**config.mk**
```make
export PLATFORM = sky130hd
export DESIGN_NAME = oam_dma_sink_flat
export DESIGN_NICKNAME = d
export VERILOG_FILES = /design/src/rtl/oam_dma_sink_if.sv /design/src/rtl/oam_dma_sink.sv /design/src/flat_wrapper.sv
export SDC_FILE = /design/constraint.sdc
export NUM_CORES = 2
export LEC_CHECK = 0
export CORE_UTILIZATION = 34
export CTS_CLUSTER_SIZE = 28
export DETAILED_ROUTE_END_ITERATION = 6
export GPL_TIMING_DRIVEN = 0
export PLACE_DENSITY = 0.51
export SYNTH_ARGS = -nofsm -noshare
export SYNTH_HDL_FRONTEND = slang
export SYNTH_SLANG_ARGS = --single-unit
```
**constraint.sdc**
```tcl
create_clock -name clk1 -period 14.2 [get_ports clk1]
set_input_delay 3.55 -clock clk1 [delete_from_list [all_inputs] [get_ports clk1]]
set_output_delay 3.55 -clock clk1 [all_outputs]
set_load 0.01 [all_outputs]
```
**src/rtl/oam_dma_sink_if.sv**
```systemverilog
// Bus bundle for oam_dma_sink: DMA beat port, PPU and CPU access ports, status.
// The master modport is the environment side, the slave modport is the sink itself.
interface oam_dma_sink_if;
    logic       dma_run;
    logic       dma_wr;
    logic [7:0] dma_a;
    logic [7:0] dma_d;
    logic       ppu_rd;
    logic [7:0] ppu_a;
    logic [7:0] ppu_dout;
    logic       cpu_rd;
    logic       cpu_wr;
    logic [7:0] cpu_a;
    logic [7:0] cpu_din;
    logic [7:0] cpu_dout;
    logic       busy;
    logic       done;
    logic [7:0] beat_cnt;
    logic       abort_err;
    logic       seq_err;

    modport master (
        output dma_run, dma_wr, dma_a, dma_d, ppu_rd, ppu_a,
               cpu_rd, cpu_wr, cpu_a, cpu_din,
        input  ppu_dout, cpu_dout, busy, done, beat_cnt, abort_err, seq_err
    );

    modport slave (
        input  dma_run, dma_wr, dma_a, dma_d, ppu_rd, ppu_a,
               cpu_rd, cpu_wr, cpu_a, cpu_din,
        output ppu_dout, cpu_dout, busy, done, beat_cnt, abort_err, seq_err
    );
endinterface

```
**src/rtl/oam_dma_sink.sv**
```systemverilog
// OAM-side DMA responder: stores DMA beats into OAM and arbitrates DMA > PPU > CPU.
// Optional in-order beat checking is enabled by defining OAM_DMA_SEQ_CHECK_EN.
module oam_dma_sink #(
    parameter int OAM_BYTES = 160
) (
    input  logic              clk1,
    input  logic              reset,
    oam_dma_sink_if.slave     bus
);
    localparam logic [7:0] ADDR_LIMIT = 8'(OAM_BYTES);
    localparam logic [7:0] LAST_CNT   = 8'(OAM_BYTES - 1);

    typedef enum logic [0:0] {ST_IDLE = 1'b0, ST_ACTIVE = 1'b1} state_t;

    state_t     state_r, state_next_s;
    logic [7:0] mem_r [0:OAM_BYTES-1];
    logic       hold_r;
    logic [7:0] beat_cnt_r;
    logic       done_r, abort_err_r;
    logic [7:0] ppu_dout_r, cpu_dout_r;
    logic       start_s, abort_s, beat_ok_s, accept_s, finish_s, seq_ok_s, seq_bad_s;
    logic       wr_en_s;
    logic [7:0] wr_addr_s, wr_data_s;

    // State register
    always_ff @(posedge clk1) begin
        if (reset) state_r <= ST_IDLE;
        else       state_r <= state_next_s;
    end

    // Next-state logic; hold_r keeps a finished transfer from restarting until dma_run drops
    always_comb begin
        state_next_s = state_r;
        case (state_r)
            ST_IDLE:   state_next_s = (bus.dma_run && !hold_r) ? ST_ACTIVE : ST_IDLE;
            ST_ACTIVE: state_next_s = (!bus.dma_run || finish_s) ? ST_IDLE : ST_ACTIVE;
            default:   state_next_s = ST_IDLE;
        endcase
    end

    // Per-state control strobes
    always_comb begin
        start_s   = 1'b0;
        abort_s   = 1'b0;
        beat_ok_s = 1'b0;
        accept_s  = 1'b0;
        finish_s  = 1'b0;
        seq_bad_s = 1'b0;
        case (state_r)
            ST_IDLE: begin
                start_s = bus.dma_run && !hold_r;
            end
            ST_ACTIVE: begin
                abort_s   = !bus.dma_run;
                beat_ok_s = bus.dma_run && bus.dma_wr && (bus.dma_a < ADDR_LIMIT);
                accept_s  = beat_ok_s && seq_ok_s;
                seq_bad_s = beat_ok_s && !seq_ok_s;
                finish_s  = accept_s && (beat_cnt_r == LAST_CNT);
            end
            default: begin
                start_s = 1'b0;
            end
        endcase
    end

    // Single OAM write port: DMA beats while active, CPU writes only while idle
    always_comb begin
        wr_en_s   = 1'b0;
        wr_addr_s = 8'h00;
        wr_data_s = 8'h00;
        if (accept_s) begin
            wr_en_s   = 1'b1;
            wr_addr_s = bus.dma_a;
            wr_data_s = bus.dma_d;
        end else if (state_r == ST_IDLE && bus.cpu_wr && bus.cpu_a < ADDR_LIMIT) begin
            wr_en_s   = 1'b1;
            wr_addr_s = bus.cpu_a;
            wr_data_s = bus.cpu_din;
        end else begin
            wr_en_s   = 1'b0;
        end
    end

    // OAM storage, deliberately not cleared by reset
    always_ff @(posedge clk1) begin
        if (wr_en_s && !reset) mem_r[wr_addr_s] <= wr_data_s;
    end

    // Transfer bookkeeping and sticky abort flag
    always_ff @(posedge clk1) begin
        if (reset) begin
            hold_r      <= 1'b0;
            beat_cnt_r  <= 8'h00;
            done_r      <= 1'b0;
            abort_err_r <= 1'b0;
        end else begin
            done_r <= finish_s;
            if (finish_s)          hold_r <= 1'b1;
            else if (!bus.dma_run) hold_r <= 1'b0;
            if (start_s)           beat_cnt_r <= 8'h00;
            else if (accept_s)     beat_cnt_r <= beat_cnt_r + 8'h01;
            if (start_s)           abort_err_r <= 1'b0;
            else if (abort_s)      abort_err_r <= 1'b1;
        end
    end

`ifdef OAM_DMA_SEQ_CHECK_EN
    logic [7:0] exp_addr_r;
    logic       seq_err_r;

    assign seq_ok_s = (bus.dma_a == exp_addr_r);

    // Expected-address tracking; out-of-order beats are dropped and flagged
    always_ff @(posedge clk1) begin
        if (reset) begin
            exp_addr_r <= 8'h00;
            seq_err_r  <= 1'b0;
        end else begin
            if (start_s)        exp_addr_r <= 8'h00;
            else if (accept_s)  exp_addr_r <= exp_addr_r + 8'h01;
            if (start_s)        seq_err_r <= 1'b0;
            else if (seq_bad_s) seq_err_r <= 1'b1;
        end
    end

    assign bus.seq_err = seq_err_r;
`else
    assign seq_ok_s    = 1'b1;
    assign bus.seq_err = 1'b0;
`endif

    // PPU read port; a same-cycle DMA beat to the same address is forwarded
    always_ff @(posedge clk1) begin
        if (reset) begin
            ppu_dout_r <= 8'h00;
        end else if (bus.ppu_rd) begin
            if (bus.ppu_a >= ADDR_LIMIT)                 ppu_dout_r <= 8'h00;
            else if (accept_s && bus.ppu_a == bus.dma_a) ppu_dout_r <= bus.dma_d;
            else                                         ppu_dout_r <= mem_r[bus.ppu_a];
        end
    end

    // CPU read port; locked out while busy, and a simultaneous write suppresses the read
    always_ff @(posedge clk1) begin
        if (reset) begin
            cpu_dout_r <= 8'h00;
        end else if (bus.cpu_rd && !bus.cpu_wr) begin
            if (state_r == ST_ACTIVE)        cpu_dout_r <= 8'hFF;
            else if (bus.cpu_a >= ADDR_LIMIT) cpu_dout_r <= 8'h00;
            else                             cpu_dout_r <= mem_r[bus.cpu_a];
        end
    end

    assign bus.busy      = (state_r == ST_ACTIVE);
    assign bus.done      = done_r;
    assign bus.beat_cnt  = beat_cnt_r;
    assign bus.abort_err = abort_err_r;
    assign bus.ppu_dout  = ppu_dout_r;
    assign bus.cpu_dout  = cpu_dout_r;
endmodule

```
**src/flat_wrapper.sv**
```systemverilog
// flat-port wrapper written by rule: the top's interface ports become plain ports
module oam_dma_sink_flat 
#(
    parameter int OAM_BYTES = 160
)
  (clk1, reset, bus_dma_run, bus_dma_wr, bus_dma_a, bus_dma_d, bus_ppu_rd, bus_ppu_a, bus_cpu_rd, bus_cpu_wr, bus_cpu_a, bus_cpu_din, bus_ppu_dout, bus_cpu_dout, bus_busy, bus_done, bus_beat_cnt, bus_abort_err, bus_seq_err);
  oam_dma_sink_if bus_i ();
  input  logic clk1;
  input  logic reset;
  input wire logic [$bits(bus_i.dma_run)-1:0] bus_dma_run;
  input wire logic [$bits(bus_i.dma_wr)-1:0] bus_dma_wr;
  input wire logic [$bits(bus_i.dma_a)-1:0] bus_dma_a;
  input wire logic [$bits(bus_i.dma_d)-1:0] bus_dma_d;
  input wire logic [$bits(bus_i.ppu_rd)-1:0] bus_ppu_rd;
  input wire logic [$bits(bus_i.ppu_a)-1:0] bus_ppu_a;
  input wire logic [$bits(bus_i.cpu_rd)-1:0] bus_cpu_rd;
  input wire logic [$bits(bus_i.cpu_wr)-1:0] bus_cpu_wr;
  input wire logic [$bits(bus_i.cpu_a)-1:0] bus_cpu_a;
  input wire logic [$bits(bus_i.cpu_din)-1:0] bus_cpu_din;
  output wire logic [$bits(bus_i.ppu_dout)-1:0] bus_ppu_dout;
  output wire logic [$bits(bus_i.cpu_dout)-1:0] bus_cpu_dout;
  output wire logic [$bits(bus_i.busy)-1:0] bus_busy;
  output wire logic [$bits(bus_i.done)-1:0] bus_done;
  output wire logic [$bits(bus_i.beat_cnt)-1:0] bus_beat_cnt;
  output wire logic [$bits(bus_i.abort_err)-1:0] bus_abort_err;
  output wire logic [$bits(bus_i.seq_err)-1:0] bus_seq_err;
  assign bus_i.dma_run = bus_dma_run;
  assign bus_i.dma_wr = bus_dma_wr;
  assign bus_i.dma_a = bus_dma_a;
  assign bus_i.dma_d = bus_dma_d;
  assign bus_i.ppu_rd = bus_ppu_rd;
  assign bus_i.ppu_a = bus_ppu_a;
  assign bus_i.cpu_rd = bus_cpu_rd;
  assign bus_i.cpu_wr = bus_cpu_wr;
  assign bus_i.cpu_a = bus_cpu_a;
  assign bus_i.cpu_din = bus_cpu_din;
  assign bus_ppu_dout = bus_i.ppu_dout;
  assign bus_cpu_dout = bus_i.cpu_dout;
  assign bus_busy = bus_i.busy;
  assign bus_done = bus_i.done;
  assign bus_beat_cnt = bus_i.beat_cnt;
  assign bus_abort_err = bus_i.abort_err;
  assign bus_seq_err = bus_i.seq_err;
  oam_dma_sink #(.OAM_BYTES(OAM_BYTES)) u_core (.clk1(clk1), .reset(reset), .bus(bus_i));
endmodule
```
==> metrics.yaml <==
grt_overflow: 0
slowest_delay_ps: 1570
synth_seq_cells: 1308
wl_met3_um: 41200
irDropWorstVdd_mv: 0.110
yosys.cell_types.count: 72
clock_tree_from_tritoncts: "done"
synthCells: 3224
initialDrtViolationCount: 7589
yosys_most_used_dff: "edfxtp_1"
fin_setup_tns_ps: 0
syn-mean-instance-area_um2: 19.1
routed_wire_length_on_met2_um: 129000
num_io_pins: 75
placed_cell_count: 5674
synth.yosys.seq_area_share_pct: 63.4
maxCapViolCount: 17
crit_path_start_kind: "primary input"
grt_first_pass_wirelength_um: 386000
fraction_of_final_layout_cells_sized_beyond_drive_strength_1_pct: 30.2
final_cell_count_no_fill: 5953
max_slew_margin_pct: -11.5
drt_first_pass_iters: 6
cp_cell_sequence: "buf_4 > buf_2 > buf_2 > buf_2 > buf_4 > nand3_1 > o21ai_1 > nand3_1 > nor2_1"
clock_tree.root_cell: "clkbuf_16"
rows: 155
syn_area_um2: 61500
cts_made_buffers: 148
cellLeakagePower_nw: 20.6
timing.critical_path.arrival_ps: 10150
worst-endpoint-required_ps: 14630
setup.worst_path.end_class: "flop"
avgRoutedWirePerCell_um: 50.8
worstPathBufferInverterCount: 5
report.final.setup_viol: 0
setup.worst_path.class: "primary input to flop"
cts.hold.buffers_added: 0
setup.worst_path.start: "bus_cpu_a[1]"
setup.reg_to_reg.worst_slack_ps: 8260
regToRegStartpoint: "u_core.bus.busy"
vias_per_cell: 6.87
outcome: "finished with violations"
die_width_um: 427
timing.critical_path.mode_cell: "buf_2"
failing_checks: "max-capacitance violations, max-slew violations"
top_layer_used: "met5"
final_nets: 3517
flow.area_growth_from_synthesis_pct: 14.6
largest_net_degree_at_the_start_of_global_routing: 90
holdWs_ps: 462
number_of_antenna_violations_at_the_first_check_in_global_routing: 27
period_share_pct: 68.4
cts_h_tree_lvls: 4
clkLatencyLatePin_ps: 840
synth-edff-count: 1280
min_clock_period_post_route_ps: 9720
drcViolationCount: 0
grt_pass1_vias: 38100
post_cts.resized_instances: 0
layout.cells.most_common_list: "edfxtp_1, mux4_2, nor2_1, clkbuf_16, mux2i_1"
finalHoldViolCount: 0
synth_fp_nets: 3272
wirelength_um: 303000
cp_slowest_cell: "nor2_1"
timing_worst_slew_pin_value_ps: 1670
grt_setup_unrepaired: "no"
floorplan.die_area_um2: 183000
io_buffer_count: 63
min_path_type: "flop to flop"
postCtsSetupRepairBufs: 0
crit_path_max_fanout: 10
hp-start: "u_core.hold_r"
synth-warning-count: 0
initial_core_utilization_pct: 34.4
route.vias.total: 40900
grt_usage_pct: 33.0
drt-met1-wl_um: 111000
floorplan.core_area_um2: 179000
route.antenna.remaining_nets: 0
gp_routability_congestion: 1.06
power_density_nw_per_um2: 127
final_common_cell: "edfxtp_1"
fin_worst_skew_ps: 38.0
die_height_um: 427
slew_violations: 143
numClockSinks: 1308
path_delay_family: "simple AND/OR/NAND/NOR gates"
dp_hpwl_um: 211000
maxClockFrequency_mhz: 103
clkTransAtPathRegs_ps: 60
share_of_flip_flops_with_an_asynchronous_set_or_reset_pct: 0
clock_tree.buffer_depth: 3
## cell families (layout without fill, tap and decap cells)
logic type,count (synthesis),count (layout),share of synthesized area (%)
AOI/OAI and AO/OA,363,363,4.28
buffers and inverters,258,617,2.37
and+or+nand+nor,482,482,3.54
other,1,16,0.00610
muxes,798,798,26.2
DFF,1308,1308,63.4
adders and majority gates,1,1,0.0203
xor gates and xnor gates,13,13,0.185
## tightest hold or removal path: stages, from the launching register on
cell and delay [ps]:
dfxtp_1 310, nand2_1 50, a21oi_1 50
## final cells by class
| cell class | instances | area, µm² |
|---|---|---|
| inverters | 10 | 37.5 |
| multi-input cells | 1658 | 21100 |
| clock inverters | 79 | 719 |
| well taps | 2355 | 2950 |
| repair buffers | 95 | 1250 |
| fillers | 16100 | 109000 |
| plain buffers | 248 | 1450 |
| flip-flops and latches | 1308 | 39000 |
| clock buffers | 185 | 3880 |
| diodes | 15 | 37.5 |
## final timing paths
path	cells after the start	endpoint
worst min register to register	2	u_core.hold_r
worst max register to register	8	u_core.mem_r[90][2]
worst min-delay path	2	u_core.hold_r
worst max-delay path	9	u_core.mem_r[90][2]
## flip-flops by register name, summed over array words and instances, names as in the netlist
register              count
u_core.bus.abort_err      1
u_core.hold_r             1
u_core.bus.beat_cnt       8
u_core.bus.cpu_dout       8
u_core.bus.busy           1
u_core.mem_r           1280
u_core.bus.done           1
u_core.bus.ppu_dout       8
## metal layers
layer,GRT usage [%],vias to the layer above
met2,47.3,3512
met4,20.1,8
met1,41.8,22100
li1,-,14400
met5,0.741,-
met3,13.1,826
## Yosys cell counts (4+ instances only)
cell	n	area [µm²]
a221oi_1	29	254
mux2_2	7	78.8
buf_2	66	330
nand2_1	102	383
o21ai_0	25	125
edfxtp_1	1280	38400
o22ai_1	35	219
clkbuf_1	83	312
o21bai_1	4	30.0
buf_6	28	315
and2_1	8	50.1
a22o_1	30	263
a2111oi_0	12	105
dfxtp_1	28	561
nand3_1	53	265
xor2_1	11	96.3
or4_1	4	30.0
buf_4	49	368
a21oi_1	40	200
mux2i_1	143	1430
o21a_1	6	45.0
o221ai_1	20	175
or3_1	10	62.6
a31oi_1	10	62.6
nor3_1	14	70.1
o21ai_1	12	60.1
buf_1	21	78.8
nand4_1	23	144
nor2b_1	22	138
a22oi_1	93	698
nor2_1	213	800
mux4_2	648	14600
or3b_2	4	35.0
nand2b_1	9	56.3
a211oi_1	16	120
inv_1	8	30.0
nor4_1	4	25.0
## stage by stage
step	total power, mW	setup slack (ps)	util [%]	area, µm²
3_5_place_dp	5.23	4220	36.8	65800
6_report	8.98	4480	39.4	70500
3_3_place_gp	5.24	-7280	36.4	65100
4_1_cts	8.92	5080	39.3	70400
5_1_grt	9.08	4950	39.3	70400
2_1_floorplan	4.77	2460	-	61500
## power by group
group	internal (mW)	leakage, nW	switching, mW
sequential	4.25	10.8	0.00564
combinational	0.282	7.55	0.669
clock	2.08	2.24	1.70
No activity file was read; power rests on OpenSTA's default activity.
==> edit, RTL diff (same settings) <==
`OAM_BYTES` is set to 160 in 2 places; all go to 320.
--- a/src/rtl/oam_dma_sink.sv
+++ b/src/rtl/oam_dma_sink.sv
@@ -1,7 +1,7 @@
 // OAM-side DMA responder: stores DMA beats into OAM and arbitrates DMA > PPU > CPU.
 // Optional in-order beat checking is enabled by defining OAM_DMA_SEQ_CHECK_EN.
 module oam_dma_sink #(
-    parameter int OAM_BYTES = 160
+    parameter int OAM_BYTES = 320
 ) (
     input  logic              clk1,
     input  logic              reset,
--- a/src/flat_wrapper.sv
+++ b/src/flat_wrapper.sv
@@ -1,7 +1,7 @@
 // flat-port wrapper written by rule: the top's interface ports become plain ports
 module oam_dma_sink_flat 
 #(
-    parameter int OAM_BYTES = 160
+    parameter int OAM_BYTES = 320
 )
   (clk1, reset, bus_dma_run, bus_dma_wr, bus_dma_a, bus_dma_d, bus_ppu_rd, bus_ppu_a, bus_cpu_rd, bus_cpu_wr, bus_cpu_a, bus_cpu_din, bus_ppu_dout, bus_cpu_dout, bus_busy, bus_done, bus_beat_cnt, bus_abort_err, bus_seq_err);
   oam_dma_sink_if bus_i ();
Check against the original RTL: not settled (the Yosys comparison gave no result); the edit may change what the design does.
==> edit against the original RTL <==
Worst hold slack better by 3.4 ps. Area after synthesis is 58% lower. Routed wire length decreased by 69%. Final area fell by 58%. Power is 60% lower. Worst setup slack better by 1600 ps. Synthesized cell count decreased by 56%. Sequential cell count fell by 768.
==> edit: results <==
group,metric,value,unit
pwr,p_seq_share,48.0,%
detailed_routing,routed_wire_length_per_instance,36.0,um
placement,post-place-cells,2471,
detailed_routing,via_count,15900,
outcome,run_status,"completed",
cells_and_area,number_of_filler_cells_placed_in_the_layout,6625,
cells_and_area,layout-area-overhead-vs-synth,16.1,%
placement,routabilityCongestion,0.950,
setup_path,crit-reg2reg-capture,"u_core.mem_r[15][0]",
placement,detailed_place.area,0.0278,sq mm
setup_path,crit_path_start,"bus_dma_a[7]",
setup_path,worstPathArrival,8310,ps
setup_path,ff2ff_path_depth,7,
hold_path,critical_hold_path_startpoint,"u_core.bus.abort_err",
setup_path,timing.critical_path.to,"u_core.mem_r[10][3]",
synth,syn_area_per_cell,18.0,sq um
grt,grtUsageTotal,24.2,%
clocking,clk-insertion-delay-late,640,ps
grt,grt.met1_usage,35.1,%
setup_path,timing.reg2reg.setup_slack,9500,ps
pwr,power.combinational.fraction,7.3,%
clocking,cts_buffers,60,
synth,ys_types,58,
sta,timing.clock.skew,19.7,ps
clocking,h-tree-depth,2,
cells_and_area,final_nets,1612,
grt,grt_antenna_before_repair,5,
detailed_routing,m1WireLength,39600,um
grt,grt_start_max_net_pins,57,
detailed_routing,drt_first_iter_violations,2236,
pwr,p_leak,10.6,nW
pwr,power.ir.vdd_worst,0.0989,mV
cells_and_area,drive_gt1_share,27.0,%
detailed_routing,routed_wirelength,93200,um
sta,final_period_minus_worst_setup_slack,8080,ps
grt,met2_usage,36.1,%
pwr,seq_power,1.74,mW
synth,synthesis.nets,1475,
sta,worst-slew-pin-transition,1410,ps
synth,seq_area_frac_synth,61.9,%
detailed_routing,detailroute.wirelength.met2,41100,um
placement,numPortBuffers,64,
grt,global_route.usage.met3,5.07,%
cells_and_area,largest_reg_flops,512,
placement,dp_hpwl,65900,um
detailed_routing,routed-wl-met3,9030,um
synth,synth_edf_count,512,
synth,synth_top_cells_by_area,"edfxtp_1, mux4_2, mux2i_1",
synth,post_synth_most_frequent_cells,"edfxtp_1, mux4_2, mux2i_1",
-- edit: cell types whose count changed in the layout (fill, tap and decap cells not counted), sizes merged, moves of 36 or more --
cell | unedited run | this run
mux4 | 648 | 247
nand2 | 102 | 66
clkinv | 62 | 24
nand3 | 53 | 3
clkbuf | 268 | 108
buf | 197 | 82
a22oi | 93 | 26
edfxtp | 1280 | 512
nor2 | 213 | 95
-- edit: kinds of logic (layout without fill, tap and decap cells) --
group / after synthesis / in the layout / share of synthesized area (%)
adders and majority gates: 1 / 1 / 0.0486
xor gates and xnor gates: 14 / 14 / 0.477
and+or+nand+nor: 236 / 236 / 4.23
AOI/OAI and AO/OA: 157 / 157 / 4.54
DFF: 540 / 540 / 61.9
other: 1 / 2 / 0.0146
buffers and inverters: 115 / 303 / 2.51
muxes: 363 / 363 / 26.2
-- edit: area by class of cell --
| class | instances | share of cell area, % |
|---|---|---|
| well taps | 969 | 4.06 |
| repair buffers | 75 | 2.75 |
| inverters | 7 | 0.0880 |
| clock buffers | 72 | 5.42 |
| clock inverters | 41 | 1.45 |
| multi-input cells | 772 | 30.8 |
| flip-flops and latches | 540 | 53.4 |
| diodes | 1 | 0.00838 |
| plain buffers | 108 | 2.08 |
-- edit: how the worst min path moves through the flow --
| stage | end | slack [ps] | cells after the start |
|---|---|---|---|
| 2_1_floorplan | u_core.hold_r | 450 | 2 |
| 4_1_cts | u_core.bus.abort_err | 470 | 2 |
| 3_5_place_dp | u_core.bus.abort_err | 460 | 2 |
| 5_1_grt | u_core.hold_r | 510 | 2 |
| 6_report | u_core.bus.abort_err | 470 | 2 |
| 3_3_place_gp | u_core.hold_r | 460 | 2 |
